--- src/rtl/ext_mem_arbiter_pkg.sv ---
// Shared constants for the external memory arbiter: default widths,
// FSM state encodings and requester port IDs.
package ext_mem_arbiter_pkg;

  localparam int unsigned ADDR_W_DEF      = 32;
  localparam int unsigned LINE_W_DEF      = 256;
  localparam int unsigned TIMEOUT_CYC_DEF = 1023;

  // FSM state encodings
  localparam logic [1:0] ST_IDLE = 2'd0;
  localparam logic [1:0] ST_BUSY = 2'd1;
  localparam logic [1:0] ST_RESP = 2'd2;

  // Requester port IDs
  localparam logic PORT_I = 1'b0;
  localparam logic PORT_D = 1'b1;

endpackage

--- src/rtl/ext_mem_arbiter_if.sv ---
// Bus bundle between the two L1 controllers, the arbiter and the external
// memory port.
//   i_* / d_*   : requester handshake (cs/we/addr/wdata in, ack/rdata out)
//   ext_mem_*   : single shared memory port
// slave  : arbiter view
// master : environment view (controllers + memory)
interface ext_mem_arbiter_if
  import ext_mem_arbiter_pkg::*;
#(
  parameter int unsigned ADDR_W = ADDR_W_DEF,
  parameter int unsigned LINE_W = LINE_W_DEF
);

  logic              i_cs;
  logic              i_we;
  logic [ADDR_W-1:0] i_addr;
  logic [LINE_W-1:0] i_wdata;
  logic              i_ack;
  logic [LINE_W-1:0] i_rdata;

  logic              d_cs;
  logic              d_we;
  logic [ADDR_W-1:0] d_addr;
  logic [LINE_W-1:0] d_wdata;
  logic              d_ack;
  logic [LINE_W-1:0] d_rdata;

  logic              ext_mem_cs;
  logic              ext_mem_we;
  logic [ADDR_W-1:0] ext_mem_addr;
  logic [LINE_W-1:0] ext_mem_data_o;
  logic [LINE_W-1:0] ext_mem_data_i;
  logic              ext_mem_ack;

  modport slave (
    input  i_cs, i_we, i_addr, i_wdata,
    output i_ack, i_rdata,
    input  d_cs, d_we, d_addr, d_wdata,
    output d_ack, d_rdata,
    output ext_mem_cs, ext_mem_we, ext_mem_addr, ext_mem_data_o,
    input  ext_mem_data_i, ext_mem_ack
  );

  modport master (
    output i_cs, i_we, i_addr, i_wdata,
    input  i_ack, i_rdata,
    output d_cs, d_we, d_addr, d_wdata,
    input  d_ack, d_rdata,
    input  ext_mem_cs, ext_mem_we, ext_mem_addr, ext_mem_data_o,
    output ext_mem_data_i, ext_mem_ack
  );

endinterface

--- src/rtl/ext_mem_arbiter_rr_arb2.sv ---
// rr_arb2: combinational 2-way round-robin grant.
//   req_i, req_d  : request lines
//   last_grant    : side granted most recently (PORT_I / PORT_D)
//   gnt_valid_c   : at least one side is requesting
//   gnt_side_c    : side to grant; on a tie, the side not granted last
module rr_arb2
  import ext_mem_arbiter_pkg::*;
(
  input  logic req_i,
  input  logic req_d,
  input  logic last_grant,
  output logic gnt_valid_c,
  output logic gnt_side_c
);

  always_comb begin
    gnt_valid_c = req_i | req_d;
    gnt_side_c  = PORT_I;
    if (req_i && req_d) begin
      gnt_side_c = (last_grant == PORT_I) ? PORT_D : PORT_I;
    end else if (req_d) begin
      gnt_side_c = PORT_D;
    end
  end

endmodule

--- src/rtl/ext_mem_arbiter.sv ---
// ext_mem_arbiter: shares the single external memory line port between the
// I-side and D-side L1 controllers. Round-robin grant held for a whole
// transaction, one-cycle ack pulse to the winner, sticky watchdog timeout.
//   clk     : clock, all logic on posedge
//   rst     : synchronous active-high reset
//   bus     : requester and memory handshakes (slave modport)
//   timeout : sticky, a transaction waited TIMEOUT_CYC BUSY cycles unacked
module ext_mem_arbiter
  import ext_mem_arbiter_pkg::*;
#(
  parameter int unsigned ADDR_W      = ADDR_W_DEF,
  parameter int unsigned LINE_W      = LINE_W_DEF,
  parameter int unsigned TIMEOUT_CYC = TIMEOUT_CYC_DEF
) (
  input  logic                clk,
  input  logic                rst,
  ext_mem_arbiter_if.slave    bus,
  output logic                timeout
);

  localparam int unsigned CNT_W = $clog2(TIMEOUT_CYC + 1);

  logic [1:0]        state_q,      state_nxt;
  logic              last_grant_q, last_grant_nxt;
  logic [CNT_W-1:0]  wd_cnt_q,     wd_cnt_nxt;
  logic [CNT_W-1:0]  wd_cnt_inc_c;
  logic              mem_cs_q,     mem_cs_nxt;
  logic              mem_we_q,     mem_we_nxt;
  logic [ADDR_W-1:0] mem_addr_q,   mem_addr_nxt;
  logic [LINE_W-1:0] mem_wdata_q,  mem_wdata_nxt;
  logic              i_ack_q,      i_ack_nxt;
  logic              d_ack_q,      d_ack_nxt;
  logic [LINE_W-1:0] i_rdata_q,    i_rdata_nxt;
  logic [LINE_W-1:0] d_rdata_q,    d_rdata_nxt;
  logic              timeout_q,    timeout_nxt;

  logic gnt_valid_c;
  logic gnt_side_c;

  rr_arb2 u_rr_arb2 (
    .req_i       (bus.i_cs),
    .req_d       (bus.d_cs),
    .last_grant  (last_grant_q),
    .gnt_valid_c (gnt_valid_c),
    .gnt_side_c  (gnt_side_c)
  );

  assign wd_cnt_inc_c = wd_cnt_q + CNT_W'(1);

  // Next-state and next-output logic
  always_comb begin
    state_nxt      = state_q;
    last_grant_nxt = last_grant_q;
    wd_cnt_nxt     = wd_cnt_q;
    mem_cs_nxt     = mem_cs_q;
    mem_we_nxt     = mem_we_q;
    mem_addr_nxt   = mem_addr_q;
    mem_wdata_nxt  = mem_wdata_q;
    i_ack_nxt      = 1'b0;
    d_ack_nxt      = 1'b0;
    i_rdata_nxt    = i_rdata_q;
    d_rdata_nxt    = d_rdata_q;
    timeout_nxt    = timeout_q;

    case (state_q)
      ST_IDLE: begin
        wd_cnt_nxt = '0;
        if (gnt_valid_c) begin
          state_nxt      = ST_BUSY;
          last_grant_nxt = gnt_side_c;
          mem_cs_nxt     = 1'b1;
          if (gnt_side_c == PORT_D) begin
            mem_we_nxt    = bus.d_we;
            mem_addr_nxt  = bus.d_addr;
            mem_wdata_nxt = bus.d_wdata;
          end else begin
            mem_we_nxt    = bus.i_we;
            mem_addr_nxt  = bus.i_addr;
            mem_wdata_nxt = bus.i_wdata;
          end
        end
      end

      ST_BUSY: begin
        // Ack takes priority over the watchdog expiring in the same cycle
        if (bus.ext_mem_ack) begin
          state_nxt  = ST_RESP;
          mem_cs_nxt = 1'b0;
          if (last_grant_q == PORT_D) begin
            d_ack_nxt   = 1'b1;
            d_rdata_nxt = bus.ext_mem_data_i;
          end else begin
            i_ack_nxt   = 1'b1;
            i_rdata_nxt = bus.ext_mem_data_i;
          end
        end else if (wd_cnt_inc_c == CNT_W'(TIMEOUT_CYC)) begin
          // Abandon the transaction; the requester is left stalled
          state_nxt   = ST_IDLE;
          mem_cs_nxt  = 1'b0;
          timeout_nxt = 1'b1;
        end else begin
          wd_cnt_nxt = wd_cnt_inc_c;
        end
      end

      ST_RESP: begin
        state_nxt = ST_IDLE;
      end

      default: begin
        state_nxt  = ST_IDLE;
        mem_cs_nxt = 1'b0;
      end
    endcase
  end

  // State and output registers
  always_ff @(posedge clk) begin
    if (rst) begin
      state_q      <= ST_IDLE;
      last_grant_q <= PORT_I;
      wd_cnt_q     <= '0;
      mem_cs_q     <= 1'b0;
      mem_we_q     <= 1'b0;
      mem_addr_q   <= '0;
      mem_wdata_q  <= '0;
      i_ack_q      <= 1'b0;
      d_ack_q      <= 1'b0;
      i_rdata_q    <= '0;
      d_rdata_q    <= '0;
      timeout_q    <= 1'b0;
    end else begin
      state_q      <= state_nxt;
      last_grant_q <= last_grant_nxt;
      wd_cnt_q     <= wd_cnt_nxt;
      mem_cs_q     <= mem_cs_nxt;
      mem_we_q     <= mem_we_nxt;
      mem_addr_q   <= mem_addr_nxt;
      mem_wdata_q  <= mem_wdata_nxt;
      i_ack_q      <= i_ack_nxt;
      d_ack_q      <= d_ack_nxt;
      i_rdata_q    <= i_rdata_nxt;
      d_rdata_q    <= d_rdata_nxt;
      timeout_q    <= timeout_nxt;
    end
  end

  assign bus.ext_mem_cs     = mem_cs_q;
  assign bus.ext_mem_we     = mem_we_q;
  assign bus.ext_mem_addr   = mem_addr_q;
  assign bus.ext_mem_data_o = mem_wdata_q;
  assign bus.i_ack          = i_ack_q;
  assign bus.d_ack          = d_ack_q;
  assign bus.i_rdata        = i_rdata_q;
  assign bus.d_rdata        = d_rdata_q;
  assign timeout            = timeout_q;

endmodule
--- src/flat_wrapper.sv ---
// flat-port wrapper written by rule: the top's interface ports become plain ports
module ext_mem_arbiter_flat import ext_mem_arbiter_pkg::*;
#(
  parameter int unsigned ADDR_W      = ADDR_W_DEF,
  parameter int unsigned LINE_W      = LINE_W_DEF,
  parameter int unsigned TIMEOUT_CYC = TIMEOUT_CYC_DEF
)
  (clk, rst, timeout, bus_i_cs, bus_i_we, bus_i_addr, bus_i_wdata, bus_i_ack, bus_i_rdata, bus_d_cs, bus_d_we, bus_d_addr, bus_d_wdata, bus_d_ack, bus_d_rdata, bus_ext_mem_cs, bus_ext_mem_we, bus_ext_mem_addr, bus_ext_mem_data_o, bus_ext_mem_data_i, bus_ext_mem_ack);
  ext_mem_arbiter_if #(.ADDR_W(ADDR_W), .LINE_W(LINE_W)) bus_i ();
  input  logic clk;
  input  logic rst;
  output logic timeout;
  input wire logic [$bits(bus_i.i_cs)-1:0] bus_i_cs;
  input wire logic [$bits(bus_i.i_we)-1:0] bus_i_we;
  input wire logic [$bits(bus_i.i_addr)-1:0] bus_i_addr;
  input wire logic [$bits(bus_i.i_wdata)-1:0] bus_i_wdata;
  output wire logic [$bits(bus_i.i_ack)-1:0] bus_i_ack;
  output wire logic [$bits(bus_i.i_rdata)-1:0] bus_i_rdata;
  input wire logic [$bits(bus_i.d_cs)-1:0] bus_d_cs;
  input wire logic [$bits(bus_i.d_we)-1:0] bus_d_we;
  input wire logic [$bits(bus_i.d_addr)-1:0] bus_d_addr;
  input wire logic [$bits(bus_i.d_wdata)-1:0] bus_d_wdata;
  output wire logic [$bits(bus_i.d_ack)-1:0] bus_d_ack;
  output wire logic [$bits(bus_i.d_rdata)-1:0] bus_d_rdata;
  output wire logic [$bits(bus_i.ext_mem_cs)-1:0] bus_ext_mem_cs;
  output wire logic [$bits(bus_i.ext_mem_we)-1:0] bus_ext_mem_we;
  output wire logic [$bits(bus_i.ext_mem_addr)-1:0] bus_ext_mem_addr;
  output wire logic [$bits(bus_i.ext_mem_data_o)-1:0] bus_ext_mem_data_o;
  input wire logic [$bits(bus_i.ext_mem_data_i)-1:0] bus_ext_mem_data_i;
  input wire logic [$bits(bus_i.ext_mem_ack)-1:0] bus_ext_mem_ack;
  assign bus_i.i_cs = bus_i_cs;
  assign bus_i.i_we = bus_i_we;
  assign bus_i.i_addr = bus_i_addr;
  assign bus_i.i_wdata = bus_i_wdata;
  assign bus_i_ack = bus_i.i_ack;
  assign bus_i_rdata = bus_i.i_rdata;
  assign bus_i.d_cs = bus_d_cs;
  assign bus_i.d_we = bus_d_we;
  assign bus_i.d_addr = bus_d_addr;
  assign bus_i.d_wdata = bus_d_wdata;
  assign bus_d_ack = bus_i.d_ack;
  assign bus_d_rdata = bus_i.d_rdata;
  assign bus_ext_mem_cs = bus_i.ext_mem_cs;
  assign bus_ext_mem_we = bus_i.ext_mem_we;
  assign bus_ext_mem_addr = bus_i.ext_mem_addr;
  assign bus_ext_mem_data_o = bus_i.ext_mem_data_o;
  assign bus_i.ext_mem_data_i = bus_ext_mem_data_i;
  assign bus_i.ext_mem_ack = bus_ext_mem_ack;
  ext_mem_arbiter #(.ADDR_W(ADDR_W), .LINE_W(LINE_W), .TIMEOUT_CYC(TIMEOUT_CYC)) u_core (.clk(clk), .rst(rst), .bus(bus_i), .timeout(timeout));
endmodule
--- config.mk ---
export PLATFORM = sky130hd
export DESIGN_NAME = ext_mem_arbiter_flat
export DESIGN_NICKNAME = d
export VERILOG_FILES = /design/src/rtl/ext_mem_arbiter_pkg.sv /design/src/rtl/ext_mem_arbiter_if.sv /design/src/rtl/ext_mem_arbiter_rr_arb2.sv /design/src/rtl/ext_mem_arbiter.sv /design/src/flat_wrapper.sv
export SDC_FILE = /design/constraint.sdc
export NUM_CORES = 2
export LEC_CHECK = 0
export ABC_AREA = 1
export BUFFER_PORTS_ARGS = -buffer_cell sky130_fd_sc_hd__buf_2
export CORE_AREA = 3 3 644 646
export DETAILED_ROUTE_END_ITERATION = 10
export DIE_AREA = 0 0 647 649
export PLACE_DENSITY = 0.34
export REMOVE_ABC_BUFFERS = 1
export SYNTH_ARGS = -nofsm -noshare
export SYNTH_HDL_FRONTEND = slang
export SYNTH_SLANG_ARGS = --single-unit
--- constraint.sdc ---
create_clock -name clk -period 4 [get_ports clk]
set_input_delay 0.6 -clock clk [delete_from_list [all_inputs] [get_ports clk]]
set_output_delay 0.6 -clock clk [all_outputs]
set_load 0.02 [all_outputs]
==> impl_results.rst <==
.. list-table::
   :header-rows: 1

   * - Metric
     - Value
   * - Critical path endpoint category
     - flip-flop
   * - Multiplexer share of the synthesized area
     - 0%
   * - Vias in the first global route
     - 37,600
   * - Async SR Flop Fraction
     - 0%
   * - Number of warnings issued by yosys
     - 0
   * - CTS Root Buffer Type
     - sky130_fd_sc_hd__clkbuf_16
   * - Avg Vias per Cell
     - 3.32
   * - Synthesis-to-layout area growth
     - 76.5%
   * - Final number of setup-violating endpoints
     - 0
   * - CP required
     - 4.80 ns
   * - Prevailing post-synth register cell
     - sky130_fd_sc_hd__dfxtp_1
   * - DRC violation count after routing
     - 0
   * - Cell types with the largest area share after synthesis
     - sky130_fd_sc_hd__dfxtp_1, sky130_fd_sc_hd__nand2_1, sky130_fd_sc_hd__a21oi_1, sky130_fd_sc_hd__o21ai_0, sky130_fd_sc_hd__nor2_1
   * - Number of nets in the layout
     - about 6,800
   * - Violation count after the first detailed-routing iteration
     - ~3,100
   * - Core area
     - 410,000 µm²
   * - Fraction of the mapped netlist area in adder cells
     - 0.0800%
   * - Unrepaired setup endpoints after global routing
     - false
   * - Via count
     - 38,600
   * - Placement-stage worst setup slack
     - 1.11 ns
   * - Combinational family with the most area after synthesis
     - compound AO/OA/AOI/OAI gates
   * - Sequential-to-total area share from yosys stat
     - 52.4%
   * - Maximum number of buffers from clock root to sink
     - 4
   * - Post-synthesis cell type count
     - 27
   * - Total standard cell area after synthesis
     - 31,300 µm²
   * - Total Die Area
     - ~420,000 µm²
   * - Critical path class
     - reg2reg
   * - Number of buffers created by CTS
     - about 120
   * - Final worst-path setup slack
     - between 1 and 1.5 ns
   * - Starting utilization of the core area
     - under 10%
   * - Number of nets with antenna violations after detailed routing
     - 0
   * - Number of clock sinks
     - roughly 800
   * - HPWL after detailed placement
     - roughly 290,000 µm
   * - Global route overflow
     - 0
   * - Total negative slack for setup checks
     - 0 ns
   * - Cell accounting for the most synthesized area
     - sky130_fd_sc_hd__dfxtp_1
   * - Most frequent cells after synthesis
     - sky130_fd_sc_hd__dfxtp_1, sky130_fd_sc_hd__nand2_1, sky130_fd_sc_hd__nor2_1
   * - GP Congestion
     - 0.970
   * - Horizontal die dimension
     - 647 µm
   * - Number of antenna violations at the first check in global routing
     - 260
   * - EDFF count, synth
     - 0
   * - CTS tree
     - yes
   * - First-pass iteration count of the detailed router
     - 5
   * - Clock tree skew after final layout
     - 0.0579 ns
   * - Area used by multi-input combinational logic
     - around 13,000 µm²
   * - Number of max-cap violations
     - 0
   * - Transition at the pin with the smallest max-transition slack
     - about 1.2 ns
   * - Total power density per cell area
     - 467 nW/µm²
   * - Critical Path Start Type
     - flip-flop
   * - Maximum ir drop on the vdd rail
     - 0.000435 V
   * - Post-CTS clock slew at the launch and capture registers of the worst setup and hold paths
     - approximately 0.060 ns
   * - Post-synthesis register bit count
     - 818
   * - Relative slew slack
     - ~23%
   * - GR Util All Layers
     - between 10% and 20%
   * - Met2 GRT Util
     - roughly 24%
   * - Routed wire length
     - 347,000 µm
   * - Final core utilization
     - 13.5%
   * - Static leakage power
     - 0.0233 µW
   * - Average routed wire per standard cell
     - 29.8 µm
   * - Complex-gate fraction of the synthesized area
     - 23.1%
   * - Final clock period utilization by the worst path
     - a little under three quarters
   * - Post-Synthesis Cells
     - 4,011
   * - Sequential cell area
     - 16,400 µm²
   * - Arrival time reported for the critical path endpoint
     - 3.67 ns
   * - First-pass GRT wire length
     - 431,000 µm
   * - Power after layout
     - 25,800 µW
   * - Final Hold Viols
     - 0
   * - Rows
     - around 240
   * - Number of hold buffers added after CTS
     - 513
   * - Port Buf Inserts
     - between 1,500 and 2,000
   * - Area share of and/or/nand/nor cells after synthesis
     - 19.3%
   * - M3 GR Usage
     - 8.48%
   * - Post-CTS Resized
     - 0
   * - Number of fill cells
     - around 47,000
   * - Maximum fanout along the worst path
     - between 50 and 60
   * - Global route hottest layer
     - met2
   * - Fmax
     - 348 MHz
   * - Number of H-tree levels
     - 3
   * - Share of the synthesized area in the top cell type
     - 52.4%
   * - Xor/xnor share of the synthesized area
     - 0.0280%
   * - Top-level I/O count
     - 1,644
   * - Outcome
     - finished, final reports clean
   * - Largest net degree at the start of global routing
     - 147
   * - Path category of the worst min-delay check
     - in2reg
   * - Die boundary height
     - 649 µm
   * - Buffers inserted by post-CTS timing repair
     - 0
   * - Max-slew violations
     - 0
   * - Global routing met1 resource utilization
     - a little under a fifth
   * - Final worst hold slack
     - 0.0968 ns
   * - Min Tclk post-route
     - 2.88 ns
   * - Syn avg cell area
     - 7.79 µm²
   * - Fraction of layout instances using a drive strength above 1
     - between 30% and 40%
   * - Later-pin clock latency in the skew report
     - 0.87 ns
   * - Most frequent cell after synthesis
     - sky130_fd_sc_hd__dfxtp_1
## stage by stage
stage               cells  area, µm²
CTS                 11500      55000
global placement    10800      45700
global route        11600      55000
detailed placement  10800      45700
floorplan            3652      29700
finish              11600      55200
## logic make-up after synthesis
| group | Yosys count |
|---|---|
| and+or+nand+nor | 1492 |
| AOI/OAI and AO/OA | 1317 |
| DFF | 818 |
| buffers and inverters | 381 |
| adders and majority gates | 2 |
| xor gates and xnor gates | 1 |
## routing by layer
metal  wire length, µm  share of wire, %
met1            141000                41
met2            152000                44
met3             44100                13
met4              8900               2.6
met5               581              0.17
## registers in the layout, indices dropped and copies added, names as in the netlist
signal,flops
u_core.bus.i_rdata,256
u_core.bus.d_rdata,256
u_core.timeout,1
u_core.bus.ext_mem_data_o,256
u_core.state_q,2
u_core.bus.ext_mem_we,1
u_core.wd_cnt_q,10
u_core.bus.ext_mem_cs,1
u_core.last_grant_q,1
u_core.bus.d_ack,1
u_core.bus.i_ack,1
u_core.bus.ext_mem_addr,32
## layout by cell type (no fill, tap or decap), types with 4 or more instances in the layout
cell type	instances
sky130_fd_sc_hd__buf_2	1642
sky130_fd_sc_hd__dfxtp_1	817
sky130_fd_sc_hd__nand2_1	664
sky130_fd_sc_hd__nor2_1	534
sky130_fd_sc_hd__dlygate4sd3_1	513
sky130_fd_sc_hd__a21oi_1	479
sky130_fd_sc_hd__o21ai_0	476
sky130_fd_sc_hd__nand3_1	263
sky130_fd_sc_hd__o21bai_1	215
sky130_fd_sc_hd__clkbuf_16	119
sky130_fd_sc_hd__diode_2	94
sky130_fd_sc_hd__a31oi_1	75
sky130_fd_sc_hd__o21ai_1	72
sky130_fd_sc_hd__buf_4	39
sky130_fd_sc_hd__buf_12	29
sky130_fd_sc_hd__clkbuf_1	25
sky130_fd_sc_hd__clkbuf_8	25
sky130_fd_sc_hd__nor2_2	19
sky130_fd_sc_hd__clkinv_2	16
sky130_fd_sc_hd__inv_1	14
sky130_fd_sc_hd__bufinv_16	13
sky130_fd_sc_hd__clkinvlp_4	6
sky130_fd_sc_hd__nand2_4	4
sky130_fd_sc_hd__inv_8	4
sky130_fd_sc_hd__clkinv_4	4
## worst max-delay path: stages, from the launching register on
cell                            delay [ns]
sky130_fd_sc_hd__dfxtp_4              0.42
sky130_fd_sc_hd__nand2_1              0.13
sky130_fd_sc_hd__nand2_4              0.23
sky130_fd_sc_hd__inv_8                0.41
sky130_fd_sc_hd__buf_12               0.28
sky130_fd_sc_hd__buf_4                0.32
sky130_fd_sc_hd__nand2_1              0.08
sky130_fd_sc_hd__a31oi_1              0.19
sky130_fd_sc_hd__dlygate4sd3_1        0.57
## power breakdown
part | internal (µW) | leakage, µW | switching (µW)
Combinational | 1650 | 0.0146 | 3640
Clock | 6770 | 0.00199 | 4660
Sequential | 8710 | 0.00669 | 344
Total | 17100 | 0.0233 | 8640
## final timing paths
| check | from | endpoint | slack, ns | cells after the start |
|---|---|---|---|---|
| setup / recovery | u_core.last_grant_q | u_core.bus.ext_mem_addr[13] | 1.12 | 8 |
| setup reg to reg | u_core.last_grant_q | u_core.bus.ext_mem_addr[13] | 1.12 | 8 |
| hold / removal | bus_i_wdata[246] | u_core.bus.ext_mem_data_o[246] | 0.1 | 3 |
| hold reg to reg | u_core.bus.d_rdata[154] | u_core.bus.d_rdata[154] | 0.46 | 2 |
## area by class of cell
class / instances / area share (%)
sequential: 818 / 29.7
multi-input combinational: 2812 / 24.1
timing repair buffer: 2224 / 25.8
clock buffer: 169 / 6.19
clock inverter: 46 / 1.22
antenna: 94 / 0.426
inverter: 22 / 0.204
tap: 5451 / 12.4
(Power assumes the default switching activity.)
